===== config.mk =====
export PLATFORM = sky130hd
export DESIGN_NAME = key_debounce_multi
export DESIGN_NICKNAME = d
export VERILOG_FILES = /design/src/rtl/key_debounce_multi.sv
export SDC_FILE = /design/constraint.sdc
export NUM_CORES = 1
export LEC_CHECK = 0
export BUFFER_PORTS_ARGS = -buffer_cell sky130_fd_sc_hd__buf_4
export CAP_MARGIN = 20
export CORE_ASPECT_RATIO = 2
export CORE_MARGIN = 2
export CORE_UTILIZATION = 49
export DETAILED_ROUTE_END_ITERATION = 7
export HOLD_SLACK_MARGIN = 0.02
export PLACE_DENSITY_LB_ADDON = 0.2
export SYNTH_ARGS = -nofsm -noshare
export SYNTH_HDL_FRONTEND = slang
export SYNTH_SLANG_ARGS = --single-unit

===== constraint.sdc =====
create_clock -name sys_clk -period 7.07 [get_ports sys_clk]
set_clock_uncertainty 0.1 [all_clocks]
set_input_delay 0.707 -clock sys_clk [delete_from_list [all_inputs] [get_ports sys_clk]]
set_output_delay 0.707 -clock sys_clk [all_outputs]
set_load 0.01 [all_outputs]

===== src/rtl/key_debounce_multi.sv =====
// rtl/key_debounce_multi.sv - per-channel key debouncer with press/release pulses; long-press pulse under KEY_LONG_PRESS_EN
module key_debounce_multi #(
    parameter int unsigned KEY_NUM  = 4,
    parameter int unsigned CNT_MAX  = 999_999,
    parameter int unsigned CNT_W    = 20,
    parameter int unsigned LONG_MAX = 49_999_999,
    parameter int unsigned LONG_W   = 26
) (
    input  logic               sys_clk,
    input  logic               sys_rst,
    input  logic [KEY_NUM-1:0] key_in,
    output logic [KEY_NUM-1:0] key_state,
    output logic [KEY_NUM-1:0] press_pulse,
    output logic [KEY_NUM-1:0] release_pulse,
    output logic [KEY_NUM-1:0] long_pulse
);

    typedef enum logic [1:0] {
        IDLE       = 2'd0,
        PRESS_FILT = 2'd1,
        PRESSED    = 2'd2,
        REL_FILT   = 2'd3
    } state_t;

    localparam logic [CNT_W-1:0] CNT_END = CNT_W'(CNT_MAX);

    if (KEY_NUM < 1 || KEY_NUM > 16 || CNT_MAX < 1 ||
        (64'(CNT_MAX) >> CNT_W) != 64'd0 ||
        (64'(LONG_MAX) >> LONG_W) != 64'd0) begin : g_bad_cfg
        $error("key_debounce_multi: illegal parameter set");
    end

    logic [KEY_NUM-1:0] sync1;
    logic [KEY_NUM-1:0] sync2;
    state_t             state [KEY_NUM];
    logic [CNT_W-1:0]   cnt   [KEY_NUM];

    // Synchroniser resets to 1 so a released key looks idle straight out of reset.
    always_ff @(posedge sys_clk or posedge sys_rst) begin
        if (sys_rst) begin
            sync1 <= '1;
            sync2 <= '1;
        end else begin
            sync1 <= key_in;
            sync2 <= sync1;
        end
    end

`ifdef KEY_LONG_PRESS_EN
    localparam logic [LONG_W-1:0] LONG_END = LONG_W'(LONG_MAX);

    logic [LONG_W-1:0]  long_cnt [KEY_NUM];
    logic [KEY_NUM-1:0] long_done;
`else
    assign long_pulse = '0;
`endif

    always_ff @(posedge sys_clk or posedge sys_rst) begin
        if (sys_rst) begin
            for (int i = 0; i < KEY_NUM; i++) begin
                state[i] <= IDLE;
                cnt[i]   <= '0;
`ifdef KEY_LONG_PRESS_EN
                long_cnt[i] <= '0;
`endif
            end
            key_state     <= '0;
            press_pulse   <= '0;
            release_pulse <= '0;
`ifdef KEY_LONG_PRESS_EN
            long_done  <= '0;
            long_pulse <= '0;
`endif
        end else begin
            press_pulse   <= '0;
            release_pulse <= '0;
`ifdef KEY_LONG_PRESS_EN
            long_pulse <= '0;
`endif
            for (int i = 0; i < KEY_NUM; i++) begin
                case (state[i])
                    IDLE: begin
                        if (!sync2[i]) begin
                            state[i] <= PRESS_FILT;
                            cnt[i]   <= '0;
                        end
                    end
                    PRESS_FILT: begin
                        if (sync2[i]) begin
                            state[i] <= IDLE;
                            cnt[i]   <= '0;
                        end else if (cnt[i] == CNT_END) begin
                            state[i]       <= PRESSED;
                            key_state[i]   <= 1'b1;
                            press_pulse[i] <= 1'b1;
`ifdef KEY_LONG_PRESS_EN
                            long_cnt[i]  <= '0;
                            long_done[i] <= 1'b0;
`endif
                        end else begin
                            cnt[i] <= cnt[i] + 1'b1;
                        end
                    end
                    PRESSED: begin
                        if (sync2[i]) begin
                            state[i] <= REL_FILT;
                            cnt[i]   <= '0;
                        end
`ifdef KEY_LONG_PRESS_EN
                        // long_done keeps a held counter from re-firing the pulse.
                        else if (long_cnt[i] == LONG_END) begin
                            if (!long_done[i]) begin
                                long_pulse[i] <= 1'b1;
                                long_done[i]  <= 1'b1;
                            end
                        end else begin
                            long_cnt[i] <= long_cnt[i] + 1'b1;
                        end
`endif
                    end
                    REL_FILT: begin
                        if (!sync2[i]) begin
                            state[i] <= PRESSED;
                        end else if (cnt[i] == CNT_END) begin
                            state[i]         <= IDLE;
                            key_state[i]     <= 1'b0;
                            release_pulse[i] <= 1'b1;
                        end else begin
                            cnt[i] <= cnt[i] + 1'b1;
                        end
                    end
                    default: state[i] <= IDLE;
                endcase
            end
        end
    end

endmodule


==> results of run 1 <==
## stage by stage
stage | hold WS, ns | power [mW]
4_1_cts | 0.258 | 1.30
5_1_grt | 0.265 | 1.34
2_1_floorplan | 0.245 | 0.704
3_5_place_dp | 0.248 | 0.723
6_report | 0.257 | 1.29
3_3_place_gp | 0.246 | 0.721
## synthesized netlist by cell type (6+ instances only)
library cell  instances
nor2_1               50
xor2_1               16
o211ai_1              9
nand4_1              24
nor2b_1               7
a21oi_1              28
and3_1                9
nor4_1               15
nand3_1              41
o31ai_1               6
inv_1                20
nor3_1               22
nand2b_1             11
nand2_1              48
clkbuf_1             24
and2_1               17
dfstp_2               8
or4_1                 9
o21a_1                7
xnor2_1              15
a41oi_1               6
o21ai_0              29
a31oi_1              13
dfrtp_1             100
or2_2                 6
## area by class of cell
type	instances	share of cell area, %
Clock buffer	11	3.87
Clock inverter	5	1.59
Inverter	20	1.24
Multi-Input combinational cell	463	44.8
Sequential cell	108	43.2
Tap cell	142	2.83
Timing Repair Buffer	21	2.51
## worst paths after layout
check | to | depth (start not counted)
setup / recovery | cnt[65]$_DFFE_PP0P_ | 5
hold / removal | sync2[1]$_DFF_PP1_ | 0
setup reg to reg | cnt[65]$_DFFE_PP0P_ | 5
hold reg to reg | sync2[1]$_DFF_PP1_ | 0
max in group asynchronous | key_state[2]$_DFFE_PP0P_ | 3
min in group asynchronous | cnt[44]$_DFFE_PP0P_ | 2
## per-layer routing
| layer | wire, um | global-route usage (%) |
|---|---|---|
| met5 | 0 | 0 |
| met4 | 421 | 11.9 |
| met3 | 328 | 3.17 |
| met2 | 7030 | 39.9 |
| met1 | 4980 | 24.0 |
## cell usage in the layout, fill, tap and decap left out, types with 11 or more instances in the layout
cell	count
nand3_1	41
inv_1	19
nor2_1	50
nand4_1	24
buf_4	21
a31oi_1	13
xor2_1	16
dfrtp_1	100
xnor2_1	15
nor4_1	15
and2_1	17
a21oi_1	28
o21ai_0	28
nand2b_1	11
nor3_1	22
nand2_1	48
## flip-flops by register name, summed over array words and instances, names as in the netlist, named ones only
register       count
release_pulse      4
state              4
sync1              4
key_state          4
cnt               80
sync2              4
press_pulse        4
## logic make-up (layout without fill, tap and decap cells)
logic type               Yosys count  after routing  share of synthesized area (%)
flip-flops                       108            108                           47.4
adder cells (fa/ha/maj)            4              4                          0.875
AO/OA/AOI/OAI                    137            137                           16.1
AND/OR/NAND/NOR                  282            282                           26.3
buffers and inverters             49             57                           3.61
multiplexers                       5              5                          0.963
XOR/XNOR                          31             31                           4.75
other                              1              4                         0.0656
## power by group
part           switching [mW]  internal (mW)  total, mW
clock network           0.227          0.355      0.582
logic                  0.0474         0.0209     0.0683
registers              0.0137          0.629      0.643
total                   0.288           1.00       1.29
==> flow_metrics.py, run 1 <==
metrics = {
    "floorplanning": {
        "pin_count": 22,
        "die_area_mm2": 0.0126,
        "rows": 55,
        "die_height_um": 157,
        "die_w_um": 80.4,
        "start_util_pct": 50.4,
        "core_area_mm2": 0.0114,
    },
    "global_route": {
        "gr-usage-all-layers_pct": 22.0,
        "overflow": 0,
        "grt_max_degree": 56,
        "antenna_found_initial": 0,
        "grt_pass1_vias": 4825,
        "grt_pass1_wl_um": 22000,
    },
    "cells_and_area": {
        "nNetsFinal": 633,
        "regArea_mm2": 0.00271,
        "nFillCells": 1018,
        "multi_input_area_mm2": 0.00281,
        "antenna_cells": 0,
        "drive_gt1_share_pct": 9.55,
        "stdcell_area_mm2": 0.00628,
        "final_util_pct": 55.3,
        "instances_no_fill": 770,
        "areaGrowthSynthToFinish_pct": 9.80,
    },
    "power": {
        "ir_worst_vdd_mv": 0.139,
        "powerDensity_mw_per_mm2": 206,
        "p_leak_nw": 2.60,
    },
    "setup_path": {
        "critPathBufInv": 0,
        "rrSetupSlack_ns": 4.31,
        "cp.required_ns": 7.21,
        "crit_start": "cnt[67]$_DFFE_PP0P_",
        "crit_type": "flop to flop",
        "cp_max_fo": 9,
        "crit_path_max_incr_delay_ns": 0.58,
        "crit_family": "simple AND/OR/NAND/NOR gates",
        "crit_chain": "or4_1 > or4_4 > or3_1 > nand4_2 > mux2_1",
        "worst_path_max_delay_cell": "or4_4",
        "critPathArrivalTime_ns": 2.90,
        "start_kind": "flop",
        "rr_startpoint": "cnt[67]$_DFFE_PP0P_",
        "end_kind": "flop",
    },
    "timing": {
        "slew_headroom_pct": 30.3,
        "hold_viol": 0,
        "setup_tns_ns": 0,
        "maxSlewViolCount": 0,
        "fin_crit_ns": 2.76,
        "finalCritPeriodShare_pct": 39.0,
        "setup_violations": 0,
        "worst_pin_slew_ns": 1.04,
        "fmax_mhz": 363,
        "setup_slack_ns": 4.31,
        "rsz0062_at_grt": "false",
    },
    "route": {
        "route.detailed.drc": 0,
        "ant_nets": 0,
        "vias_per_cell": 6.07,
        "dr_total_vias": 4676,
        "wire_per_inst_um": 16.6,
        "drtIter0Drc": 272,
        "dr.pass1.iters": 5,
        "wirelength_um": 12800,
    },
    "synth": {
        "synth_area_leader_cell": "dfrtp_1",
        "ys_ff_latch": 108,
        "netlist_area_mm2": 0.00572,
        "async_flop_share_pct": 100,
        "yosys_warnings": 0,
        "synth_top_area_share_pct": 43.8,
        "synth_edf_count": 0,
        "synth_cell_types": 60,
        "synthCells": 617,
        "ys_seq_area_share_pct": 47.4,
        "synth_ff_type": "dfrtp_1",
        "ys_top_cells_by_area": "dfrtp_1, dfstp_2, nand3_1",
        "syn_avg_cell_area_um2": 9.27,
    },
    "clocking": {
        "clock-sinks": 108,
        "cts_buffers": 9,
        "cts_tree": "done",
        "clk_pin_slew_ns": 0.07,
        "clock_latency_ns": 0.36,
        "root_buffer": "clkbuf_16",
        "htreeDepth": 3,
        "clock_path_buffers": 2,
        "cts_setup_buffers": 0,
        "hold_buffers": 0,
        "ctsResizeCount": 0,
    },
    "run": {
        "maxCapViolCount": 0,
    },
    "placement": {
        "dp.cells": 753,
        "io_buffers": 17,
        "place.gp.congestion": 0.890,
        "dpl-instance-area_mm2": 0.00593,
        "pre_cts_ws_ns": 4.32,
        "hpwl_um": 8960,
    },
    "status": {
        "status": "finished clean",
    },
    "hold_path": {
        "hold_path.class": "flop to flop",
        "worstHoldStart": "sync1[1]$_DFF_PP1_",
    },
}
(Power assumes the default switching activity.)
==> inputs of run 2 (changes only) <==
Clock period 7.07 ns to 2.85 ns, I/O delays scaled along.
==> flow_metrics.py, run 2 (synthesis gave the netlist of run 1 again) <==
metrics = {
    "route": {
        "vias_per_cell": 6.11,
        "drtIter0Drc": 267,
        "ant_nets": 0,
        "route.detailed.drc": 0,
        "wire_per_inst_um": 15.8,
        "dr_total_vias": 4783,
        "wirelength_um": 12400,
        "dr.pass1.iters": 5,
    },
    "cells_and_area": {
        "nNetsFinal": 646,
        "regMostFlops": "cnt",
        "final_util_pct": 56.1,
        "final_common_cell": "dfrtp_1",
        "drive_gt1_share_pct": 10.8,
        "final_cell_mix": "dfrtp_1, nor2_1, nand2_1",
        "areaGrowthSynthToFinish_pct": 11.4,
        "stdcell_area_mm2": 0.00637,
        "instances_no_fill": 783,
        "largest_reg_flops": 80,
        "antenna_cells": 0,
        "nFillCells": 1022,
    },
    "global_route": {
        "grt_max_degree": 89,
        "grt_pass1_wl_um": 21300,
        "overflow": 0,
        "gr-usage-all-layers_pct": 21.1,
        "antenna_found_initial": 0,
        "grt_pass1_vias": 4698,
    },
    "timing": {
        "slew_headroom_pct": 50.4,
        "setup_slack_ns": 0.317,
        "rsz0062_at_grt": "false",
        "hold_viol": 0,
        "setup_violations": 0,
        "worst_pin_slew_ns": 0.738,
        "setup_tns_ns": 0,
        "fmax_mhz": 395,
        "finalCritPeriodShare_pct": 88.9,
        "fin_crit_ns": 2.53,
        "worst_hold_slack_ns": 0.258,
        "maxSlewViolCount": 0,
    },
    "floorplanning": {
        "pin_count": 22,
        "die_area_mm2": 0.0126,
        "start_util_pct": 50.4,
        "core_area_mm2": 0.0114,
        "rows": 55,
        "die_height_um": 157,
        "die_w_um": 80.4,
    },
    "placement": {
        "dpl-instance-area_mm2": 0.00600,
        "io_buffers": 17,
        "dp.cells": 761,
        "place.gp.congestion": 0.857,
        "hpwl_um": 8730,
        "pre_cts_ws_ns": 0.329,
    },
    "clocking": {
        "clock_latency_ns": 0.36,
        "cts_buffers": 9,
        "htreeDepth": 3,
        "root_buffer": "clkbuf_16",
        "clk_pin_slew_ns": 0.08,
        "cts_tree": "done",
        "clock-sinks": 108,
        "clock_path_buffers": 2,
    },
    "run": {
        "maxCapViolCount": 0,
    },
    "setup_path": {
        "crit_type": "flop to flop",
        "end_kind": "flop",
        "ff2ff_path_depth": 5,
        "start_kind": "flop",
        "critPathArrivalTime_ns": 2.67,
        "cp_max_fo": 5,
        "cp.required_ns": 2.98,
    },
    "power": {
        "p_leak_nw": 2.64,
        "ir_worst_vdd_mv": 0.347,
        "powerDensity_mw_per_mm2": 484,
        "fin_total_pwr_mw": 3.08,
    },
    "hold_path": {
        "hold_path.class": "flop to flop",
        "whs_path_depth": 0,
    },
    "status": {
        "status": "finished clean",
    },
}
## run 2: changes by cell type in the layout (fill, tap and decap cells not counted), sizes merged
| cell | change |
|---|---|
| buf | +8 |
| dlygate4sd3 | +5 |
| bufinv | -2 |
| clkbuf | -2 |
| clkinv | +2 |
| clkinvlp | +1 |
| inv | +1 |
## run 2: final timing paths
| check | from | end | slack [ns] |
|---|---|---|---|
| setup reg to reg | cnt[67]$_DFFE_PP0P_ | cnt[65]$_DFFE_PP0P_ | 0.32 |
| hold / removal | sync1[2]$_DFF_PP1_ | sync2[2]$_DFF_PP1_ | 0.26 |
| max in group asynchronous | sys_rst | sync1[3]$_DFF_PP1_ | 1.44 |
| min in group asynchronous | sys_rst | cnt[51]$_DFFE_PP0P_ | 0.41 |
| hold reg to reg | sync1[2]$_DFF_PP1_ | sync2[2]$_DFF_PP1_ | 0.26 |
| setup / recovery | cnt[67]$_DFFE_PP0P_ | cnt[65]$_DFFE_PP0P_ | 0.32 |
## run 2: layer usage
layer | part of all wire (%) | vias up | wire length, um | GRT usage (%)
li1 | - | 2303 | - | -
met1 | 41 | 2356 | 5040 | 24.1
met2 | 54 | 103 | 6710 | 38.5
met3 | 2.9 | 21 | 358 | 3.00
met4 | 2.2 | 0 | 277 | 8.96
met5 | 0 | - | 0 | 0
## run 2: power breakdown
group / internal [mW] / total (mW) / switching, mW
registers: 1.56 / 1.59 / 0.0330
logic: 0.0632 / 0.185 / 0.122
clock network: 0.698 / 1.31 / 0.608
total: 2.32 / 3.08 / 0.762
## run 2: layout make-up
type / count / area [um2] / area share [%]
Clock inverter: 7 / 86.3 / 1.35
Multi-Input combinational cell: 463 / 2810 / 44.1
Timing Repair Buffer: 34 / 280 / 4.40
Inverter: 20 / 78.8 / 1.24
Clock buffer: 9 / 225 / 3.53
Tap cell: 142 / 178 / 2.79
Sequential cell: 108 / 2710 / 42.6
## run 2: worst max-delay path, stage by stage (launching register included)
cell and delay [ns]:
dfrtp_1 0.41, or4_1 0.54, or4_4 0.58, or3_1 0.36, nand4_2 0.11, mux2_1 0.32
## run 2: what timing repair did
action	4_1_cts	5_1_grt
hold buffers	5	0
gates resized for setup	0	0
hold endpoints to repair	22	0
setup buffers	0	0
